`src/rtl/serializer_tx.sv`:
```
// serializer_tx: parallel-to-serial transmitter for the accelerator's serial link.
//
// Takes WIDTH-bit words on a valid/ready handshake and drives them LSB-first on serial_data_o.
// frame_sync_o is high during bit 0 of each frame. GAP idle cycles separate consecutive frames.
// A one-entry holding register decouples the word source from the shifter, so a new word can be
// accepted while the current frame is still shifting out.
//
// Parameters
//   WIDTH  bits per frame (>= 2)
//   GAP    idle serial_clk cycles between consecutive frames (>= 0)
//
// Ports
//   serial_clk     in   bit clock, all logic on posedge
//   rst_n          in   asynchronous active-low reset
//   tx_data_i      in   word to transmit
//   tx_valid_i     in   tx_data_i valid
//   tx_ready_o     out  holding register empty; word taken on an edge with valid && ready
//   serial_data_o  out  serial bit, LSB first (registered)
//   frame_sync_o   out  high exactly during bit 0 of each frame (registered)
//   busy_o         out  frame in progress, i.e. shifting or in the inter-frame gap (registered)
//   tx_done_o      out  one-cycle pulse coincident with bit WIDTH-1 on serial_data_o (registered)
module serializer_tx #(
  parameter int unsigned WIDTH = 32,
  parameter int unsigned GAP   = 1
) (
  input  logic             serial_clk,
  input  logic             rst_n,
  input  logic [WIDTH-1:0] tx_data_i,
  input  logic             tx_valid_i,
  output logic             tx_ready_o,
  output logic             serial_data_o,
  output logic             frame_sync_o,
  output logic             busy_o,
  output logic             tx_done_o
);

  localparam int unsigned CntW = $clog2(WIDTH);
  localparam logic [CntW-1:0] LastBit = CntW'(WIDTH - 1);

  // The gap counter holds GAP-1 down to 0; keep it at least one bit wide even when unused.
  localparam int unsigned GapW = (GAP > 2) ? $clog2(GAP) : 1;
  localparam logic [GapW-1:0] GapLoad = (GAP > 0) ? GapW'(GAP - 1) : '0;

  typedef enum logic [1:0] {
    StIdle,
    StShift,
    StGap
  } state_e;

  state_e           state_q, state_d;
  logic [WIDTH-1:0] hold_q, hold_d;
  logic             hold_full_q, hold_full_d;
  logic [WIDTH-1:0] shift_q, shift_d;
  logic [CntW-1:0]  cnt_q, cnt_d;
  logic [GapW-1:0]  gap_q, gap_d;
  logic             serial_q, serial_d;
  logic             sync_q, sync_d;
  logic             done_q, done_d;
  logic             busy_q, busy_d;

  logic             accept;
  logic             try_load;
  logic [CntW-1:0]  cnt_inc;

  // No combinational path from tx_valid_i to tx_ready_o.
  assign tx_ready_o = ~hold_full_q;
  assign accept     = tx_valid_i & ~hold_full_q;
  assign cnt_inc    = cnt_q + 1'b1;

  always_comb begin
    state_d     = state_q;
    hold_d      = hold_q;
    hold_full_d = hold_full_q;
    shift_d     = shift_q;
    cnt_d       = cnt_q;
    gap_d       = gap_q;
    serial_d    = 1'b0;
    sync_d      = 1'b0;
    done_d      = 1'b0;
    try_load    = 1'b0;

    case (state_q)
      StIdle: begin
        try_load = 1'b1;
      end
      StShift: begin
        if (cnt_q == LastBit) begin
          if (GAP > 0) begin
            state_d = StGap;
            gap_d   = GapLoad;
          end else begin
            // Back-to-back frames: next word (if any) goes out with no idle bit.
            try_load = 1'b1;
          end
        end else begin
          cnt_d    = cnt_inc;
          shift_d  = shift_q >> 1;
          serial_d = shift_q[1];
          done_d   = (cnt_inc == LastBit);
        end
      end
      StGap: begin
        if (gap_q == '0) begin
          try_load = 1'b1;
        end else begin
          gap_d = gap_q - 1'b1;
        end
      end
      default: begin
        state_d = StIdle;
      end
    endcase

    // Load from the holding register, or drop back to idle when nothing is waiting.
    if (try_load) begin
      if (hold_full_q) begin
        state_d     = StShift;
        shift_d     = hold_q;
        serial_d    = hold_q[0];
        sync_d      = 1'b1;
        cnt_d       = '0;
        hold_full_d = 1'b0;
      end else begin
        state_d = StIdle;
      end
    end

    // Accept and load never coincide: accept requires the holding register to be empty.
    if (accept) begin
      hold_d      = tx_data_i;
      hold_full_d = 1'b1;
    end

    busy_d = (state_d != StIdle);
  end

  always_ff @(posedge serial_clk or negedge rst_n) begin
    if (!rst_n) begin
      state_q     <= StIdle;
      hold_q      <= '0;
      hold_full_q <= 1'b0;
      shift_q     <= '0;
      cnt_q       <= '0;
      gap_q       <= '0;
      serial_q    <= 1'b0;
      sync_q      <= 1'b0;
      done_q      <= 1'b0;
      busy_q      <= 1'b0;
    end else begin
      state_q     <= state_d;
      hold_q      <= hold_d;
      hold_full_q <= hold_full_d;
      shift_q     <= shift_d;
      cnt_q       <= cnt_d;
      gap_q       <= gap_d;
      serial_q    <= serial_d;
      sync_q      <= sync_d;
      done_q      <= done_d;
      busy_q      <= busy_d;
    end
  end

  assign serial_data_o = serial_q;
  assign frame_sync_o  = sync_q;
  assign tx_done_o     = done_q;
  assign busy_o        = busy_q;

endmodule

```
`config.mk`:
```
export PLATFORM = sky130hd
export DESIGN_NAME = serializer_tx
export DESIGN_NICKNAME = d
export VERILOG_FILES = /design/src/rtl/serializer_tx.sv
export SDC_FILE = /design/constraint.sdc
export NUM_CORES = 1
export LEC_CHECK = 0
export BUFFER_PORTS_ARGS = -buffer_cell sky130_fd_sc_hd__buf_2
export CORE_ASPECT_RATIO = 1.4
export CORE_MARGIN = 2
export CORE_UTILIZATION = 60
export CTS_CLUSTER_SIZE = 28
export DETAILED_ROUTE_END_ITERATION = 8
export GPL_TIMING_DRIVEN = 0
export HOLD_SLACK_MARGIN = 0.15
export PLACE_DENSITY = 0.81
export SYNTH_ARGS = -nofsm -noshare
export SYNTH_HDL_FRONTEND = slang
export SYNTH_SLANG_ARGS = --single-unit
```
`constraint.sdc`:
```
create_clock -name serial_clk -period 3.64 [get_ports serial_clk]
set_input_delay 0.182 -clock serial_clk [delete_from_list [all_inputs] [get_ports serial_clk]]
set_output_delay 0.182 -clock serial_clk [all_outputs]
set_load 0.05 [all_outputs]
```
==> results of run 1 <==
[cells in the mapped netlist]
cell type and count:
sky130_fd_sc_hd__ha_1 5, sky130_fd_sc_hd__a21oi_1 9, sky130_fd_sc_hd__o31ai_1 1, sky130_fd_sc_hd__nor4_1 1, sky130_fd_sc_hd__xor2_1 1, sky130_fd_sc_hd__or2b_1 1, sky130_fd_sc_hd__o21ai_0 3, sky130_fd_sc_hd__mux2_2 32
sky130_fd_sc_hd__a221o_1 4, sky130_fd_sc_hd__buf_6 1, sky130_fd_sc_hd__inv_1 5, sky130_fd_sc_hd__a22o_1 1, sky130_fd_sc_hd__inv_2 1, sky130_fd_sc_hd__nand2_1 55, sky130_fd_sc_hd__a21o_2 1, sky130_fd_sc_hd__nor2b_1 1
sky130_fd_sc_hd__xnor2_1 1, sky130_fd_sc_hd__nor2_1 6, sky130_fd_sc_hd__buf_2 7, sky130_fd_sc_hd__and3_2 2, sky130_fd_sc_hd__buf_1 3, sky130_fd_sc_hd__nand2b_1 3, sky130_fd_sc_hd__and3_1 2, sky130_fd_sc_hd__nor3b_2 1
sky130_fd_sc_hd__nand3_1 51, sky130_fd_sc_hd__or3b_1 2, sky130_fd_sc_hd__dfrtp_1 75, sky130_fd_sc_hd__clkbuf_1 6
[worst max-delay path by stage]
stage	startpoint	to	cells after the start
after floorplan	cnt_q[0]	shift_q[18]	8
after global placement	cnt_q[0]	shift_q[4]	8
after detailed placement	cnt_q[0]	shift_q[29]	9
after CTS	cnt_q[0]	shift_q[20]	8
after global routing	cnt_q[0]	shift_q[17]	8
final	cnt_q[0]	shift_q[20]	8
[power groups by stage]
stage / clock network, mW / registers, mW / logic [mW]
CTS: 0.908 / 1.48 / 1.24
global route: 0.949 / 1.53 / 1.39
floorplan: 0 / 1.47 / 0.877
global placement: 0 / 1.47 / 1.13
finish: 0.902 / 1.48 / 1.24
detailed placement: 0 / 1.49 / 1.18
[worst max-delay path, delay by kind of cell (launching register included)]
kind / cells / cell delay, ns
adders and majority gates: 2 / 0.45
buffers and inverters: 2 / 0.41
DFF: 1 / 0.42
and+or+nand+nor: 4 / 0.89
[sequential cells by signal, indices dropped and copies added (netlist names)]
| signal | cells |
|---|---|
| shift_q | 31 |
| busy_o | 1 |
| hold_q | 32 |
| state_q | 2 |
| hold_full_q | 1 |
| tx_done_o | 1 |
| serial_data_o | 1 |
| frame_sync_o | 1 |
| cnt_q | 5 |
[cells in the final DEF, fill, tap and decap left out, drive strengths merged]
master	n
dfrtp	75
nand2	55
nand3	51
buf	51
dlygate4sd3	33
mux2	32
clkbuf	15
a21oi	9
nor2	6
inv	6
ha	5
bufinv	5
a221o	4
and3	4
nand2b	3
o21ai	3
or3b	2
clkinv	2
or2b	1
nor3b	1
xor2	1
xnor2	1
a22o	1
o31ai	1
nor4	1
nor2b	1
a21o	1
[cells by family (layout without fill, tap and decap cells)]
kind of cell / Yosys count / after routing / synth area share, %
compound gates: 19 / 19 / 4.003
mux: 32 / 32 / 11.53
flops: 75 / 75 / 60.05
buf+inv: 23 / 112 / 3.282
xor+xnor: 2 / 2 / 0.5606
simple gates: 125 / 125 / 18.57
fa+ha+maj: 5 / 5 / 2.002
[through the flow]
stage	cell area (µm²)	setup WS (ns)
finish	4044	1.400
global route	4044	1.283
CTS	4044	1.435
detailed placement	3426	1.474
global placement	3403	1.512
floorplan	3126	1.649
[layer usage]
layer  vias to the layer above  wire length, µm
met2                        59             3549
met4                         0              177
met1                      1146             2695
met3                        17              224
met5                         -                0
li1                       1126                -
[cell type report]
type | count | area share [%]
inverters | 6 | 0.5569
well taps | 66 | 2.042
clock buffers | 9 | 3.063
flip-flops and latches | 75 | 46.41
repair buffers | 73 | 13.55
clock inverters | 7 | 4.053
plain buffers | 17 | 1.980
multi-input cells | 183 | 28.34
[repair_timing]
| item | in CTS | in global routing |
|---|---|---|
| hold buffers | 33 | 0 |
| resized for setup | 0 | 0 |
| hold endpoints to repair | 65 | 0 |
==> summary by stage, run 1 <==
Timing
For this run, the top clock speed supported by timing is 0.4464 GHz. Setup repair after global routing left no endpoint under its margin. The transition time of the tightest slew-check pin is 0.6866 ns. The count of pins over their slew limit is 0.

Across the routed clock network, the largest skew measured is 0.01089 ns. The final hold slack is 0.3273 ns. Summed over all failing endpoints, the final setup total negative slack is 0 ns.

The total setup violations reported at the end of the flow is 0. The worst pin sits at a relative slew slack of 54.03%. Of the available clock period, the critical path in the final layout requires 61.54%. The minimum period implied by the final worst setup slack is 2.240 ns. The final number of hold-violating endpoints is 0.

Power and ir drop
The static power due to leakage is 1.915 nW. Per report_power, the combinational group accounts for 34.2% of the total. The total power density per cell area is 896.3 nW/µm². Internal power comes to 2.379 mW. The analysis attributes to net switching a power of 1.245 mW. The sequential share of power is 40.9%.

The design draws 3.624 mW. Per report_power, the clock group accounts for 24.9% of the total. Net switching is 34.36% of the power. The maximum vdd ir drop is 0.0005198 V.

Routing
The total iterations of the first detailed-routing run is 4. The number of DRC markers in iteration 0 is 197. The via count normalized by instance count is 5.385. In the final routed layout, each cell accounts on average for 15.25 µm. Wires add up to 6647 µm. Summing over every cut layer, the via total after detailed routing is 2348. The count of nets left with antenna violations once routing finished came out at 0. For this run, design rule violations remaining after detail routing come to 0.

Clocking
Post-CTS timing repair inserted 0 buffers for setup. Counting every sink on the clock net gives 75. For the worst-skew pair, the clock arrives at the later sink with an insertion delay of 0.35 ns. The buffer type at the clock tree root is sky130_fd_sc_hd__clkbuf_8.

TritonCTS built the clock tree. The longest clock path from root to sink contains 2 buffers. The clock transition at the register clock pins on the worst setup and hold paths after CTS is 0.08 ns.

The number of buffers added by the clock tree synthesis step is 9. The count of H-tree levels built during CTS is 3.

Setup path
Of all nets on the critical path, the largest fanout is 10. Setup slack on the worst reg-to-reg path comes out at 1.40 ns. For the worst setup path, the data required time is 3.91 ns.

The critical path start-end classification is register to register. The reg-to-reg endpoint is shift_q[20]. The element type at the critical path start is a register. The standard cell with the maximum stage delay on the critical path is sky130_fd_sc_hd__nor3b_2. The arrival time of the worst setup path is 2.51 ns. The launching point of the worst reg2reg path is cnt_q[0]. The worst register-to-register path has a depth of 8. The critical path goes through ha_1 -> nand3_1 -> inv_1 -> ha_1 -> nor3b_2 -> buf_2 -> nand2_1 -> nand3_1. STA classifies the critical path endpoint as a register. The worst stage delay on the critical path is 0.58 ns.

Die
The area of the die is 5811 µm². The initial utilization of the core area, before any placement, comes to 61.51%. The vertical extent of the die is 89.40 µm.

The region available for standard cell placement spans 5081 µm². In this run the core area contains 31 standard-cell rows. 40 I/O pins were placed. In this run the horizontal extent of the chip is 65 µm.

Synthesis
The average instance in the mapped netlist occupies 11.12 µm². The cell area after synthesis is 3125 µm². The count of mapped cells out of synthesis is 281. Sequential elements use 60.05% of the synthesized area.

The number of different library cells in the post-synthesis netlist is 28. The number of nets in the synthesized netlist is 321. After synthesis, the cell types taking the most area are sky130_fd_sc_hd__dfrtp_1, sky130_fd_sc_hd__mux2_2, sky130_fd_sc_hd__nand3_1, sky130_fd_sc_hd__nand2_1, sky130_fd_sc_hd__ha_1. The synthesis warning total is 0.

The leading area contributor after synthesis is sky130_fd_sc_hd__dfrtp_1. The count of state elements after synthesis is 75. The proportion of netlist area held by the largest area contributor is 60.05%.

Global routing
The initial antenna violation count is 0. The overall global routing resource usage is 25.72%. The global-route met1 utilization is 32.19%. The layer carrying the most global-route usage is met2. Entering global routing, the biggest net connects 43 pins. The total congestion overflow after global routing is 0.

The number of global-route vias before repair came to 2381. The global-route track usage on met3 is 4.534%. Global routing consumed, on the met2 layer, 43.39% of the routing resources. The first global-routing pass estimated 11140 µm of wire.

Finish
Fill cells in the final layout number 321. The number of cells in the finished layout apart from fillers is 436. Cells with a size suffix above 1 make up 27.30% of the layout. The layout-stage area growth over the synthesis result is 29.38%. The count of nets after finishing is 405. The combined flip-flop and latch cell area is 1877 µm². The area taken by multi-input logic gates is 1146 µm².

The number of antenna diodes in the final layout is 0. Cells fill 79.59% of the core in the end.

Min path
The worst min-delay path category is input pin to async pin.

Run status
The run finished with clean final reports.

Run
The count of maximum capacitance violations is 0.

Placed design
The number of cells after detailed placement is 387. The half-perimeter wire length of the detailed placement result is 4131 µm. Port buffering added 39 buffers. The congestion estimate from routability-driven global placement came to 0.7937.
Power figures use the tool's default switching activity.
==> run 2, diff against run 1 <==
ABC_AREA = 1   (was unset)
CORE_UTILIZATION = 52   (was 60)
PLACE_DENSITY = 0.74   (was 0.81)
clock period = 1.86 ns   (was 3.64 ns; I/O delays follow)
==> run 2 against run 1 <==
Combinational power increased to 2.8 times the previous value. Critical path depth up 2. Global-route usage down 2.2 points. Synthesized cell count is 52% higher. Sequential cell count unchanged. First-iteration DRC count grew 46%. Count of clock-buffer cells in the layout is 2 higher. Hold slack lost 0.13 ns. Register-to-register slack worse by 1.3 ns. Largest power group is now combinational logic.
==> summary by stage, run 2 <==
Run status
The run finished with clean final reports.

Timing
The count of pins over their slew limit is 0. The worst path uses 96.33% of the clock period. The final worst setup slack is 0.06828 ns. The total setup violations reported at the end of the flow is 0.

The clock arrives with 0.009490 ns of skew. The final number of hold-violating endpoints is 0. For the finished layout, the period the worst path requires is 1.792 ns.

The worst pin sits at a relative slew slack of 65.82%. The setup TNS is 0 ns. The transition time of the tightest slew-check pin is 0.5127 ns.

The fmax is 0.5581 GHz.

Setup path
STA classifies the critical path endpoint as a register. The worst setup path is of the register to register kind. The worst stage delay on the critical path is 0.40 ns. The signal on the critical path passes through ha_2 -> nand2_1 -> nor2_2 -> ha_2 -> inv_4 -> nand3_2 -> clkbuf_2 -> nand2_1 -> nand3_1 -> nand2_1. The arrival time of the worst setup path is 2.03 ns. In this run the register-to-register setup slack is 0.07 ns. The data required time of the critical path is 2.10 ns. In this design, the critical path's most frequently occurring cell is sky130_fd_sc_hd__nand2_1. The largest individual stage delay along the critical path comes from the cell sky130_fd_sc_hd__dfrtp_1.

STA classifies the critical path startpoint as a register. The cell type group with the largest total delay on the critical path is simple AND/OR/NAND/NOR gates. The largest fanout of any net on the critical path is 10. The critical path contains buffers and inverters numbering 2 combined.

Placed design
The congestion estimate from routability-driven global placement came to 0.8174. The post-placement setup slack is -0.1375 ns. Detailed placement finished with a half-perimeter wire length of 5075 µm. During placement, the flow inserted port buffers numbering 38.

Routing
After detailed routing, the average wire length per cell comes to 13.28 µm. The routed length on met3 is 280 µm. The via count normalized by instance count is 5.171. The detailed-routed wire length on met2 is 4152 µm.

The number of DRC markers in iteration 0 is 287. The vias after detailed routing is 3087. The final layout contains routed wiring with a total length of 7928 µm.

The total iterations of the first detailed-routing run is 5. The detail route stage leaves a number of antenna-violating nets equal to 0. The number of remaining DRC errors is 0. In this run the top signal layer used is met4. The detailed router put a total of 3356 µm of wire on met1.

Synthesis
For this run, asynchronously set or reset flops after synthesis account for 100.0%. The post-synthesis sequential area ratio is 54.15%. Yosys mapped a number of flops with a built-in enable equal to 0. The most common cell in the synthesized netlist is sky130_fd_sc_hd__nand2_1. During synthesis, Yosys emitted a total of 0 warnings. By area the synthesized netlist is led by sky130_fd_sc_hd__dfrtp_1, sky130_fd_sc_hd__nand2_1, sky130_fd_sc_hd__nand3_1, sky130_fd_sc_hd__inv_1, sky130_fd_sc_hd__ha_1. The synthesized area per cell is 8.098 µm².

The synthesized netlist occupies a cell area of 3466 µm². The count of state elements after synthesis is 75. The largest total area in the synthesized netlist belongs to sky130_fd_sc_hd__dfrtp_1. The count of mapped cells out of synthesis is 428. Counting instances in the post-synthesis netlist gives the leading cell types as sky130_fd_sc_hd__nand2_1, sky130_fd_sc_hd__nand3_1, sky130_fd_sc_hd__dfrtp_1, sky130_fd_sc_hd__inv_1, sky130_fd_sc_hd__buf_2. In this run the biggest area consumer among cell types represents 54.15% of the synthesized area. The synthesized netlist net count is 468. The netlist uses 21 different library cells. Among all flip-flop cells after synthesis, the most frequent one is sky130_fd_sc_hd__dfrtp_1.

Min path
The worst hold path belongs to the class input pin to async pin.

Die
The die width is 73 µm. The die covers 7343 µm². The number of I/O pins is 40.

The floorplan has 35 rows. The vertical extent of the die is 100.6 µm. The region available for standard cell placement spans 6525 µm². The initial utilization of the core area, before any placement, comes to 53.12%.

Power and ir drop
The maximum vdd ir drop is 0.0009593 V. The net switching power is 3.124 mW. In this run, flip-flops and latches consume 36.9% of the power. The internal power of the cells totals 4.539 mW.

The clock power share is 18.6%. For this design the ratio of total power to cell area is 1734 nW/µm². After layout, the design draws a total of 7.663 mW. Of the total power, the share spent switching nets is 40.77%. The combinational fraction of design power is 44.5%. In this run the static leakage power is 2.397 nW.

Global routing
The first-pass GRT wire length is 13360 µm. The initial antenna violation count was 0. The number of global-route vias before repair is 2986.

The overall global routing resource usage is 23.55%. After global routing the overflow that remains totals 0. The largest net degree at the start of global routing is 47.

Finish
The repair_antennas step left the layout with diodes totalling 0. In the final layout, the registers with the most flip-flops are hold_q x32, shift_q x31, cnt_q x5. In the final design database the tool counted 558 nets. The register with the most flip-flops in the layout has 32 of them.

The register with the most flip-flops is hold_q. The post-route netlist has 17.21% of its cells at a drive strength greater than 1. The leading cell type in the layout, fill and taps excluded is sky130_fd_sc_hd__nand2_1. Relative to the synthesized area, the layout overhead comes to 27.51%. In the layout the commonest cells are sky130_fd_sc_hd__nand2_1, sky130_fd_sc_hd__nand3_1, sky130_fd_sc_hd__dfrtp_1.

Clocking
In this run the deepest clock path goes through 2 buffers. After clock tree synthesis, the clock-pin slew on the worst setup and hold paths is 0.08 ns. Counting the buffers created by CTS gives 9. The clock tree synthesis step divided the H-tree into 3 levels. The count of clock tree sinks is 75.

At the later pin of the worst-skew pair, clock insertion delay measures 0.36 ns. The CTS tree is yes. The tree is rooted in a sky130_fd_sc_hd__clkbuf_8.

Run
The count of maximum capacitance violations is 0.
-- run 2: cell count changes in the layout (fill, tap and decap cells not counted), sizes merged, moves of 8 or more --
cell / before / now
inv: 6 / 42
a21oi: 9 / 1
buf: 51 / 62
mux2: 32 / 0
nand2: 55 / 167
nand3: 51 / 100
-- run 2: power groups by stage --
stage	logic (mW)	clock network (mW)	registers (mW)
floorplan	2.36	0	2.87
global placement	3.02	0	2.83
detailed placement	3.16	0	2.87
CTS	3.31	1.43	2.82
global route	3.90	1.50	2.91
finish	3.41	1.43	2.83
-- run 2: worst register-to-register path, stage by stage (launching register included) --
cell and delay, ns:
sky130_fd_sc_hd__dfrtp_1 0.40, sky130_fd_sc_hd__ha_2 0.20, sky130_fd_sc_hd__nand2_1 0.07, sky130_fd_sc_hd__nor2_2 0.18, sky130_fd_sc_hd__ha_2 0.22, sky130_fd_sc_hd__inv_4 0.07
sky130_fd_sc_hd__nand3_2 0.09, sky130_fd_sc_hd__clkbuf_2 0.22, sky130_fd_sc_hd__nand2_1 0.07, sky130_fd_sc_hd__nand3_1 0.10, sky130_fd_sc_hd__nand2_1 0.06
-- run 2: worst paths after layout --
path | from | end | cells after the start
max | cnt_q[1] | shift_q[15] | 10
min | rst_n | hold_q[2] | 2
max reg2reg | cnt_q[1] | shift_q[15] | 10
min reg2reg | hold_q[11] | hold_q[11] | 2
max in group asynchronous | rst_n | hold_q[23] | 3
min in group serial_clk | tx_valid_i | hold_q[16] | 4
-- run 2: timing repair --
item | in CTS | in global routing
setup buffers | 2 | 3
endpoints found under the setup margin | 23 | 22
gates resized for setup | 3 | 4
hold buffers | 35 | 0
pin swaps | 0 | 1
hold endpoints to repair | 107 | 0
-- run 2: cell type report --
| class | instances | area [µm²] |
|---|---|---|
| inverters | 41 | 156.4 |
| repair buffers | 79 | 620.6 |
| multi-input cells | 288 | 1303 |
| plain buffers | 24 | 143.9 |
| clock inverters | 5 | 85.08 |
| flip-flops and latches | 75 | 1877 |
| well taps | 74 | 92.59 |
| fillers | 532 | 2106 |
| clock buffers | 11 | 141.4 |
-- run 2: per-layer routing --
layer / global-route usage, % / vias to the layer above
li1: - / 1518
met1: 29.76 / 1484
met2: 38.74 / 73
met3: 5.500 / 12
met4: 9.259 / 0
met5: 0 / -
-- run 2: per-stage QoR --
step,area (µm²),std cells,util (%),hold WS (ns)
5_1_grt,4419,597,67.73,0.2502
3_3_place_gp,3749,540,57.45,0.3252
2_1_floorplan,3466,428,-,-0.2026
4_1_cts,4374,594,67.04,0.2037
3_5_place_dp,3779,541,57.91,0.04739
6_report,4419,597,67.73,0.2001
-- run 2: logic make-up (layout without fill, tap and decap cells) --
family          count (synthesis)  in the layout  share of synthesized area [%]
buf+inv                        65            160                          8.483
fa+ha+maj                       5              5                          1.805
flops                          75             75                          54.15
compound gates                  5              5                         0.7216
simple gates                  278            278                          34.84
